File: config.mk
export PLATFORM = sky130hd
export DESIGN_NAME = vga_bus_arbiter_flat
export DESIGN_NICKNAME = d
export VERILOG_FILES = /design/src/rtl/vga_bus_arbiter_if.sv /design/src/rtl/vga_bus_arbiter.sv /design/src/flat_wrapper.sv
export SDC_FILE = /design/constraint.sdc
export NUM_CORES = 1
export LEC_CHECK = 0
export BUFFER_PORTS_ARGS = -buffer_cell sky130_fd_sc_hd__buf_2
export CORE_AREA = 4 4 121 123
export DETAILED_ROUTE_END_ITERATION = 16
export DIE_AREA = 0 0 125 127
export PLACE_DENSITY = 0.58
export SLEW_MARGIN = 5
export SYNTH_ARGS = -nofsm -noshare
export SYNTH_HDL_FRONTEND = slang
export SYNTH_SLANG_ARGS = --single-unit
File: constraint.sdc
create_clock -name clk_i -period 2 [get_ports clk_i]
set_clock_uncertainty 0.1 [all_clocks]
set_input_delay 0.6 -clock clk_i [delete_from_list [all_inputs] [get_ports clk_i]]
set_output_delay 0.6 -clock clk_i [all_outputs]
set_load 0.005 [all_outputs]
File: src/rtl/vga_bus_arbiter_if.sv
// Wishbone bus bundle shared by the VGA arbiter ports (adr 32 / dat 32 / sel 4).
// Latency: none, signal bundle only.
// Backpressure: stall from slave to master, ack completes a beat.
// Modports: master drives cyc/stb/we/adr/sel/dat_m and samples ack/stall/dat_s;
//           slave is the mirror image.
interface if_wb;
  logic        cyc;
  logic        stb;
  logic        we;
  logic [31:0] adr;
  logic [3:0]  sel;
  logic [31:0] dat_m;
  logic [31:0] dat_s;
  logic        ack;
  logic        stall;

  modport master (
    output cyc, stb, we, adr, sel, dat_m,
    input  ack, stall, dat_s
  );

  modport slave (
    input  cyc, stb, we, adr, sel, dat_m,
    output ack, stall, dat_s
  );
endinterface

File: src/rtl/vga_bus_arbiter.sv
// Two-port Wishbone arbiter: display refresh (vid, priority) and CPU/blitter (cpu) share outbus.
// Latency: one cycle to grant from idle; data/control paths combinational once granted.
// Backpressure: non-owner sees stall=1; owner sees outbus stall/ack directly.
// Ports: clk_i, rst_i (sync, active-high); vid/cpu slave ports; outbus master port;
//        grant (00 idle, 01 vid, 10 cpu); timeout (one-cycle watchdog pulse).
// Optional hung-slave watchdog compiled in with VGA_ARB_WATCHDOG_EN.
module vga_bus_arbiter #(
  parameter int unsigned STARVE_LIMIT = 64,
  parameter int unsigned TIMEOUT      = 1024
) (
  input  logic       clk_i,
  input  logic       rst_i,
  if_wb.slave        vid,
  if_wb.slave        cpu,
  if_wb.master       outbus,
  output logic [1:0] grant,
  output logic       timeout
);

  typedef enum logic [1:0] {
    ARB_IDLE = 2'b00,
    ARB_VID  = 2'b01,
    ARB_CPU  = 2'b10
  } arb_state_t;

  localparam int unsigned SC_W = $clog2(STARVE_LIMIT + 1);
  localparam logic [SC_W-1:0] STARVE_MAX = SC_W'(STARVE_LIMIT);
  localparam logic [31:0] WD_DATA = 32'hdeadbeef;

  // Elaboration-time sanity check of the configuration.
  if (STARVE_LIMIT < 1 || TIMEOUT < 2) begin : g_param_chk
    $error("vga_bus_arbiter: STARVE_LIMIT must be >= 1 and TIMEOUT >= 2");
  end

  arb_state_t      state, state_nxt;
  logic [SC_W-1:0] starve_cnt;

  logic        own_cyc, own_stb, own_we;
  logic [31:0] own_adr, own_dat;
  logic [3:0]  own_sel;
  logic        own_ack;
  logic [31:0] own_dat_s;
  logic        wd_fire;

  // Owner request mux; everything is zero while idle.
  always_comb begin
    own_cyc = 1'b0;
    own_stb = 1'b0;
    own_we  = 1'b0;
    own_adr = '0;
    own_sel = '0;
    own_dat = '0;
    case (state)
      ARB_VID: begin
        own_cyc = vid.cyc;
        own_stb = vid.stb;
        own_we  = vid.we;
        own_adr = vid.adr;
        own_sel = vid.sel;
        own_dat = vid.dat_m;
      end
      ARB_CPU: begin
        own_cyc = cpu.cyc;
        own_stb = cpu.stb;
        own_we  = cpu.we;
        own_adr = cpu.adr;
        own_sel = cpu.sel;
        own_dat = cpu.dat_m;
      end
      default: ;
    endcase
  end

`ifdef VGA_ARB_WATCHDOG_EN
  localparam int unsigned WD_W = $clog2(TIMEOUT + 1);
  localparam logic [WD_W-1:0] WD_LAST = WD_W'(TIMEOUT - 1);

  logic [WD_W-1:0] wd_cnt;

  // Counts strobed cycles without ack; fires on the TIMEOUT-th such cycle.
  // Uses the owner's raw stb so the forced-off outbus strobe cannot feed back.
  assign wd_fire = (state != ARB_IDLE) && own_stb && (wd_cnt == WD_LAST);

  always_ff @(posedge clk_i) begin
    if (rst_i || state == ARB_IDLE || wd_fire || outbus.ack) begin
      wd_cnt <= '0;
    end else if (own_stb) begin
      wd_cnt <= wd_cnt + 1'b1;
    end
  end
`else
  assign wd_fire = 1'b0;
`endif

  assign timeout = wd_fire;
  assign grant   = state;

  // A watchdog abort completes the owner's beat with a poison word while
  // the shared bus cycle is dropped.
  assign own_ack   = outbus.ack | wd_fire;
  assign own_dat_s = wd_fire ? WD_DATA : outbus.dat_s;

  always_comb begin
    outbus.cyc   = own_cyc & ~wd_fire;
    outbus.stb   = own_stb & ~wd_fire;
    outbus.we    = own_we;
    outbus.adr   = own_adr;
    outbus.sel   = own_sel;
    outbus.dat_m = own_dat;
  end

  always_comb begin
    vid.stall = 1'b1;
    vid.ack   = 1'b0;
    vid.dat_s = '0;
    if (state == ARB_VID) begin
      vid.stall = outbus.stall;
      vid.ack   = own_ack;
      vid.dat_s = own_dat_s;
    end
  end

  always_comb begin
    cpu.stall = 1'b1;
    cpu.ack   = 1'b0;
    cpu.dat_s = '0;
    if (state == ARB_CPU) begin
      cpu.stall = outbus.stall;
      cpu.ack   = own_ack;
      cpu.dat_s = own_dat_s;
    end
  end

  // Next state: a starved cpu beats vid; otherwise vid has priority.
  // Every tenure returns through ARB_IDLE, giving the one-cycle bubble.
  always_comb begin
    state_nxt = state;
    case (state)
      ARB_IDLE: begin
        if (starve_cnt >= STARVE_MAX && cpu.cyc) state_nxt = ARB_CPU;
        else if (vid.cyc)                        state_nxt = ARB_VID;
        else if (cpu.cyc)                        state_nxt = ARB_CPU;
      end
      ARB_VID: if (!vid.cyc || wd_fire) state_nxt = ARB_IDLE;
      ARB_CPU: if (!cpu.cyc || wd_fire) state_nxt = ARB_IDLE;
      default: state_nxt = ARB_IDLE;
    endcase
  end

  always_ff @(posedge clk_i) begin
    if (rst_i) state <= ARB_IDLE;
    else       state <= state_nxt;
  end

  // Waiting-cpu counter: cleared on entry to ARB_CPU, held (not cleared)
  // if the cpu withdraws its request.
  always_ff @(posedge clk_i) begin
    if (rst_i) begin
      starve_cnt <= '0;
    end else if (state == ARB_IDLE && state_nxt == ARB_CPU) begin
      starve_cnt <= '0;
    end else if (cpu.cyc && state != ARB_CPU && starve_cnt != STARVE_MAX) begin
      starve_cnt <= starve_cnt + 1'b1;
    end
  end

endmodule

File: src/flat_wrapper.sv
// flat-port wrapper written by rule: the top's interface ports become plain ports
module vga_bus_arbiter_flat 
#(
  parameter int unsigned STARVE_LIMIT = 64,
  parameter int unsigned TIMEOUT      = 1024
)
  (clk_i, rst_i, grant, timeout, vid_cyc, vid_stb, vid_we, vid_adr, vid_sel, vid_dat_m, vid_ack, vid_stall, vid_dat_s, cpu_cyc, cpu_stb, cpu_we, cpu_adr, cpu_sel, cpu_dat_m, cpu_ack, cpu_stall, cpu_dat_s, outbus_cyc, outbus_stb, outbus_we, outbus_adr, outbus_sel, outbus_dat_m, outbus_ack, outbus_stall, outbus_dat_s);
  if_wb vid_i ();
  if_wb cpu_i ();
  if_wb outbus_i ();
  input  logic clk_i;
  input  logic rst_i;
  output logic [1:0] grant;
  output logic timeout;
  input wire logic [$bits(vid_i.cyc)-1:0] vid_cyc;
  input wire logic [$bits(vid_i.stb)-1:0] vid_stb;
  input wire logic [$bits(vid_i.we)-1:0] vid_we;
  input wire logic [$bits(vid_i.adr)-1:0] vid_adr;
  input wire logic [$bits(vid_i.sel)-1:0] vid_sel;
  input wire logic [$bits(vid_i.dat_m)-1:0] vid_dat_m;
  output wire logic [$bits(vid_i.ack)-1:0] vid_ack;
  output wire logic [$bits(vid_i.stall)-1:0] vid_stall;
  output wire logic [$bits(vid_i.dat_s)-1:0] vid_dat_s;
  input wire logic [$bits(cpu_i.cyc)-1:0] cpu_cyc;
  input wire logic [$bits(cpu_i.stb)-1:0] cpu_stb;
  input wire logic [$bits(cpu_i.we)-1:0] cpu_we;
  input wire logic [$bits(cpu_i.adr)-1:0] cpu_adr;
  input wire logic [$bits(cpu_i.sel)-1:0] cpu_sel;
  input wire logic [$bits(cpu_i.dat_m)-1:0] cpu_dat_m;
  output wire logic [$bits(cpu_i.ack)-1:0] cpu_ack;
  output wire logic [$bits(cpu_i.stall)-1:0] cpu_stall;
  output wire logic [$bits(cpu_i.dat_s)-1:0] cpu_dat_s;
  output wire logic [$bits(outbus_i.cyc)-1:0] outbus_cyc;
  output wire logic [$bits(outbus_i.stb)-1:0] outbus_stb;
  output wire logic [$bits(outbus_i.we)-1:0] outbus_we;
  output wire logic [$bits(outbus_i.adr)-1:0] outbus_adr;
  output wire logic [$bits(outbus_i.sel)-1:0] outbus_sel;
  output wire logic [$bits(outbus_i.dat_m)-1:0] outbus_dat_m;
  input wire logic [$bits(outbus_i.ack)-1:0] outbus_ack;
  input wire logic [$bits(outbus_i.stall)-1:0] outbus_stall;
  input wire logic [$bits(outbus_i.dat_s)-1:0] outbus_dat_s;
  assign vid_i.cyc = vid_cyc;
  assign vid_i.stb = vid_stb;
  assign vid_i.we = vid_we;
  assign vid_i.adr = vid_adr;
  assign vid_i.sel = vid_sel;
  assign vid_i.dat_m = vid_dat_m;
  assign vid_ack = vid_i.ack;
  assign vid_stall = vid_i.stall;
  assign vid_dat_s = vid_i.dat_s;
  assign cpu_i.cyc = cpu_cyc;
  assign cpu_i.stb = cpu_stb;
  assign cpu_i.we = cpu_we;
  assign cpu_i.adr = cpu_adr;
  assign cpu_i.sel = cpu_sel;
  assign cpu_i.dat_m = cpu_dat_m;
  assign cpu_ack = cpu_i.ack;
  assign cpu_stall = cpu_i.stall;
  assign cpu_dat_s = cpu_i.dat_s;
  assign outbus_cyc = outbus_i.cyc;
  assign outbus_stb = outbus_i.stb;
  assign outbus_we = outbus_i.we;
  assign outbus_adr = outbus_i.adr;
  assign outbus_sel = outbus_i.sel;
  assign outbus_dat_m = outbus_i.dat_m;
  assign outbus_i.ack = outbus_ack;
  assign outbus_i.stall = outbus_stall;
  assign outbus_i.dat_s = outbus_dat_s;
  vga_bus_arbiter #(.STARVE_LIMIT(STARVE_LIMIT), .TIMEOUT(TIMEOUT)) u_core (.clk_i(clk_i), .rst_i(rst_i), .vid(vid_i), .cpu(cpu_i), .outbus(outbus_i), .grant(grant), .timeout(timeout));
endmodule
[Word-level counts from Yosys, hierarchy flattened]
Cells that the tools add are included.
Storage, ports and cells
  output and inout port bits: 142
  bits of input ports: 178
  register bits: 9
  word-level logic and storage cells: 33
Operators by class
  order comparisons: 1
  reductions and logical operators: 6
  muxes and demuxes: 18
  equal/unequal tests: 5
  add/subtract/negate cells: 1
Operator list (count)
  $pmux 32 s2: 2
  $mux 32: 2
  $mux 2: 5
  $pmux 4 s2: 1
  $add 7x1->7 const B: 1
  $ge 7x7->1 const B: 1
  $ne 7x7->1 const B: 1
  $pmux 1 s2: 3
  $pmux 2 s3: 1
  $eq 2x2->1 const B: 2
  $logic_and 1x1->1: 4
  $mux 1: 4
  $eq 2x1->1 const B: 1
  $logic_not 2->1: 1
  $ne 2x2->1 const B: 1
  $reduce_or 2->1: 1

[Depth between registers and ports, before layout]
  depth in word-level cells: 7
  gate-level depth with buffers: 7

[Worst setup path before layout]
Ideal clock, no wire load.
  path kind: register -> output
  start: register u_core.state[0] (netlist: u_core.grant[0])
  end: output port outbus_adr[20]
  data arrival time: 1.547 ns
  slack: -0.247 ns
  stages on the path, launching flop included: 8
  buffers on the path: 3
  cells stage by stage: dfxtp_1 inv_1 ha_1 buf_2 buf_2 buf_1 a22oi_1 nor2b_1
On the way
  word-level cells in the longest chain between the ends: 2
RTL lines
  from (decl): RTL line vga_bus_arbiter.sv:35  | arb_state_t state, state_nxt;
  from (signal assigned): RTL line vga_bus_arbiter.sv:152  | else state <= state_nxt;
  $eq 2x2->1 or $eq 2x1->1 (tied branches): RTL line vga_bus_arbiter.sv:53  | case (state)
  $pmux 32 s2 (*): RTL line vga_bus_arbiter.sv:53
  to (decl): RTL line flat_wrapper.sv:36  | output wire logic [$bits(outbus_i.adr)-1:0] outbus_adr;
Mark *: on every way between the ends. The rest lies on a longest branch, timed or not.

[Final worst setup path]
  start: register u_core.state[0] (netlist: u_core.grant[0])
  end: output port outbus_dat_m[10]
On the way
  word-level cells in the longest chain between the ends: 2
RTL lines
  $eq 2x2->1 or $eq 2x1->1 (tied branches): RTL line vga_bus_arbiter.sv:53
  $pmux 32 s2 (*): RTL line vga_bus_arbiter.sv:53
  to (decl): RTL line flat_wrapper.sv:38  | output wire logic [$bits(outbus_i.dat_m)-1:0] outbus_dat_m;
Marks and branches as above.

==> run_summary.xml <==
<?xml version="1.0" encoding="UTF-8"?>
<metrics>
  <group name="routing">
    <metric name="drt_pass1_iterations" unit="">4</metric>
    <metric name="final_antenna_net_count" unit="">0</metric>
    <metric name="drc" unit="">0</metric>
    <metric name="route.vias.total" unit="">3550</metric>
    <metric name="drtIter0Drc" unit="">125</metric>
    <metric name="routed_wl" unit="um">13810</metric>
    <metric name="route.detailed.wl_per_inst" unit="um">16.88</metric>
    <metric name="vias_per_cell" unit="">4.340</metric>
  </group>
  <group name="final_layout">
    <metric name="antenna_diode_count" unit="">0</metric>
    <metric name="layout.nets" unit="">824</metric>
    <metric name="fillers" unit="">1418</metric>
    <metric name="final_layout_size_suffix_gt1_share" unit="%">70.38</metric>
    <metric name="fin_cells" unit="">818</metric>
    <metric name="flow.area_growth_from_synthesis" unit="%">137.4</metric>
  </group>
  <group name="worst_setup_path">
    <metric name="cp_num_buf_inv" unit="">4</metric>
    <metric name="number_of_gates_on_the_worst_path_with_buffers_counted" unit="">7</metric>
    <metric name="crit_arrival" unit="ns">1.54</metric>
    <metric name="timing.critical_path.slowest_stage_cell" unit="">sky130_fd_sc_hd__dfxtp_4</metric>
    <metric name="max_stage_delay" unit="ns">0.34</metric>
    <metric name="worst_path_cell_chain" unit="">buf_6 &gt; ha_4 &gt; buf_12 &gt; buf_12 &gt; a22oi_2 &gt; nor2b_1 &gt; buf_2</metric>
    <metric name="worstSetupPathType" unit="">reg2out</metric>
    <metric name="r2r.worst_path.cells" unit="">9</metric>
    <metric name="worstReg2RegStart" unit="">u_core.grant[0]$_SDFF_PP0_</metric>
    <metric name="rrSetupSlack" unit="ns">0.10</metric>
    <metric name="startpoint_type" unit="">register</metric>
    <metric name="cp_top_family" unit="">buffers and inverters</metric>
    <metric name="critical_path.reg2reg.endpoint" unit="">u_core.starve_cnt[3]$_SDFFE_PP0P_</metric>
    <metric name="worst_path_most_repeated_cell" unit="">sky130_fd_sc_hd__buf_12</metric>
    <metric name="end_kind" unit="">primary output</metric>
    <metric name="cp_max_fo" unit="">9</metric>
    <metric name="required_time_of_the_critical_path" unit="ns">1.30</metric>
  </group>
  <group name="floorplan">
    <metric name="initial_core_util" unit="%">15.54</metric>
    <metric name="core.rowCount" unit="">43</metric>
    <metric name="die_y" unit="um">127</metric>
    <metric name="floorplan.core_area" unit="um^2">13670</metric>
    <metric name="io-pin-count" unit="">320</metric>
    <metric name="die_area" unit="um^2">15880</metric>
    <metric name="dieWidth" unit="um">125</metric>
  </group>
  <group name="synthesis">
    <metric name="synthTopCellsByArea" unit="">sky130_fd_sc_hd__a22oi_1, sky130_fd_sc_hd__nor2b_1, sky130_fd_sc_hd__and2_1</metric>
    <metric name="postSynth.asyncResetShare" unit="%">0</metric>
    <metric name="syn_area" unit="um^2">2123</metric>
    <metric name="synth.yosys.seq_area_share" unit="%">8.486</metric>
    <metric name="postSynthNetCount" unit="">491</metric>
    <metric name="post_synth.cell_area_avg" unit="um^2">6.939</metric>
    <metric name="yosysUniqueCellTypes" unit="">32</metric>
    <metric name="synth_edf_count" unit="">0</metric>
    <metric name="yosys_register_bits" unit="">9</metric>
    <metric name="synth.cells.most_frequent" unit="">sky130_fd_sc_hd__a22oi_1, sky130_fd_sc_hd__nor2b_1, sky130_fd_sc_hd__and2_1, sky130_fd_sc_hd__clkbuf_1, sky130_fd_sc_hd__buf_1</metric>
    <metric name="yosys.area.top_type_share" unit="%">24.75</metric>
    <metric name="synth.largest_area_cell" unit="">sky130_fd_sc_hd__a22oi_1</metric>
    <metric name="syn_inst" unit="">306</metric>
    <metric name="synth_ff_type" unit="">sky130_fd_sc_hd__dfxtp_1</metric>
    <metric name="synth.yosys.warnings" unit="">0</metric>
  </group>
  <group name="run_status">
    <metric name="run_status" unit="">finished, violations left</metric>
    <metric name="violated_checks" unit="">negative setup slack</metric>
  </group>
  <group name="sta">
    <metric name="grt_setup_unrepaired" unit="">yes</metric>
    <metric name="finalMaxSlewViolations" unit="">0</metric>
    <metric name="post-route-period-util" unit="%">112.1</metric>
    <metric name="fmax" unit="GHz">0.4460</metric>
    <metric name="setup_slack" unit="ns">-0.2423</metric>
    <metric name="post-route-min-period" unit="ns">2.242</metric>
    <metric name="setup_violating_endpoint_count_in_the_final_report" unit="">139</metric>
    <metric name="timing_hold_violations_final" unit="">0</metric>
  </group>
  <group name="cts">
    <metric name="clk_transition_reported_paths" unit="ns">0.04</metric>
    <metric name="number_of_buffers_inserted_during_clock_tree_synthesis" unit="">3</metric>
    <metric name="root_buffer" unit="">sky130_fd_sc_hd__clkbuf_16</metric>
    <metric name="clkLatencyLatePin" unit="ns">0.24</metric>
    <metric name="htree_num_levels" unit="">1</metric>
    <metric name="number_of_clock_sinks_seen_by_cts" unit="">9</metric>
    <metric name="tritoncts" unit="">built</metric>
    <metric name="clock_tree.buffer_depth" unit="">2</metric>
  </group>
  <group name="power">
    <metric name="p_int" unit="mW">1.196</metric>
    <metric name="sequentialPowerShare" unit="%">10.6</metric>
    <metric name="p_comb_share" unit="%">70.6</metric>
    <metric name="ir_drop" unit="mV">0.4174</metric>
    <metric name="static-leakage-power" unit="nW">2.479</metric>
    <metric name="power.density_cell_area" unit="nW/um^2">376.1</metric>
    <metric name="power.switching_fraction" unit="%">36.88</metric>
    <metric name="net_switching_component_of_the_power" unit="mW">0.6990</metric>
    <metric name="power.share.clock" unit="%">18.9</metric>
    <metric name="design_power_total" unit="mW">1.895</metric>
  </group>
  <group name="job">
    <metric name="cap_violations" unit="">0</metric>
  </group>
  <group name="placed_design">
    <metric name="post_placement_worst_setup_slack" unit="ns">-0.06241</metric>
    <metric name="routabilityCongestion" unit="">0.8474</metric>
    <metric name="dp_hpwl" unit="um">9773</metric>
    <metric name="placed_cells" unit="">793</metric>
    <metric name="place.port_buffers" unit="">318</metric>
  </group>
  <group name="global_route">
    <metric name="grt_max_degree" unit="">26</metric>
    <metric name="grt_util_all_layers" unit="%">14.51</metric>
    <metric name="initial_antenna_violation_count" unit="">0</metric>
    <metric name="grt_first_pass_wirelength" unit="um">18830</metric>
    <metric name="first_global_vias" unit="">3263</metric>
    <metric name="grt_remaining_overflow" unit="">0</metric>
  </group>
  <group name="worst_hold_path">
    <metric name="min_from" unit="">u_core.starve_cnt[4]$_SDFFE_PP0P_</metric>
    <metric name="hold_path_depth" unit="">2</metric>
    <metric name="worst_hold_endpoint" unit="">u_core.starve_cnt[4]$_SDFFE_PP0P_</metric>
    <metric name="min-delay-path-class" unit="">reg2reg</metric>
  </group>
</metrics>
timing repair:
action                     4_1_cts  5_1_grt
hold endpoints to repair         0        0
pin swaps                        6       24
gates cloned                     7        6
resized for setup               46       57
hold buffers                     0        0
buffers inserted                 6        3
setup endpoints to repair      145      146
cells by family after synthesis:
family          share of synthesized area (%)
simple gates                            46.38
compound gates                          30.29
buf+inv                                 8.014
flops                                   8.485
fa+ha+maj                               4.125
xor+xnor                                2.062
other cells                            0.1766
mux                                    0.4714
state kept, by name (all words and copies together), names as in the netlist:
| name | cells |
|---|---|
| u_core.grant | 2 |
| u_core.starve_cnt | 7 |
power groups by stage:
stage / Sequential, mW / Combinational, mW / Clock (mW)
2_1_floorplan: 0.202 / 0.461 / 0
3_3_place_gp: 0.201 / 0.970 / 0
3_5_place_dp: 0.201 / 0.973 / 0
4_1_cts: 0.200 / 1.18 / 0.366
5_1_grt: 0.202 / 1.44 / 0.378
6_report: 0.200 / 1.34 / 0.358
stage by stage:
stage          cell area (um^2)  TNS (ns)  hold slack, ns  utilization [%]
2_1_floorplan              2141         0          0.4189                -
3_3_place_gp               4088   -0.1106          0.4626            29.91
3_5_place_dp               4088    -1.085          0.4467            29.91
4_1_cts                    4638    -21.96          0.4655            33.94
5_1_grt                    5040    -29.23          0.5023            36.88
6_report                   5040    -22.78          0.4657            36.88
worst register-to-register path, cell delays in order (launching register included):
cell                        delay [ns]
sky130_fd_sc_hd__dfxtp_4          0.34
sky130_fd_sc_hd__buf_6            0.12
sky130_fd_sc_hd__ha_4             0.16
sky130_fd_sc_hd__buf_12           0.15
sky130_fd_sc_hd__buf_12           0.15
sky130_fd_sc_hd__a22oi_4          0.16
sky130_fd_sc_hd__o221ai_4         0.14
sky130_fd_sc_hd__a2111oi_4        0.20
sky130_fd_sc_hd__buf_4            0.20
sky130_fd_sc_hd__nor3_1           0.06
metal layers:
| layer | up-vias | global-route usage, % | routed length (um) |
|---|---|---|---|
| met5 | - | 0 | 0 |
| li1 | 1733 | - | - |
| met2 | 143 | 25.91 | 7123 |
| met4 | 0 | 2.168 | 144 |
| met3 | 15 | 2.007 | 721 |
| met1 | 1659 | 19.05 | 5819 |
worst max-delay path by stage:
stage	from	to	slack [ns]
global placement	u_core.grant[0]$_SDFF_PP0_	outbus_adr[22]	-0.04
global route	u_core.grant[0]$_SDFF_PP0_	outbus_sel[3]	-0.29
finish	u_core.grant[0]$_SDFF_PP0_	outbus_dat_m[10]	-0.24
floorplan	u_core.grant[1]$_SDFF_PP0_	outbus_adr[4]	0.0003
detailed placement	u_core.grant[1]$_SDFF_PP0_	outbus_adr[11]	-0.06
CTS	u_core.grant[0]$_SDFF_PP0_	outbus_adr[11]	-0.20
layout by cell type, fill, tap and decap left out, types with 6 or more instances in the layout:
master                      count
sky130_fd_sc_hd__a22oi_2       65
sky130_fd_sc_hd__and2_4         8
sky130_fd_sc_hd__nor2b_1       70
sky130_fd_sc_hd__buf_16         6
sky130_fd_sc_hd__nor3_1         9
sky130_fd_sc_hd__buf_4         14
sky130_fd_sc_hd__dfxtp_1        7
sky130_fd_sc_hd__clkbuf_16      7
sky130_fd_sc_hd__buf_12        13
sky130_fd_sc_hd__buf_6         10
sky130_fd_sc_hd__and2_1        59
sky130_fd_sc_hd__inv_1          6
sky130_fd_sc_hd__buf_2        313
final cells by class:
cell class	count	area (um^2)	share of cell area [%]
clock buffer	4	78.83	1.564
inverter	8	35.03	0.6951
sequential	9	187.7	3.724
tap	180	225.2	4.469
multi-input combinational	256	2188	43.42
timing repair buffer	361	2325	46.13
Note: power is estimated with default switching activity, not from simulation.
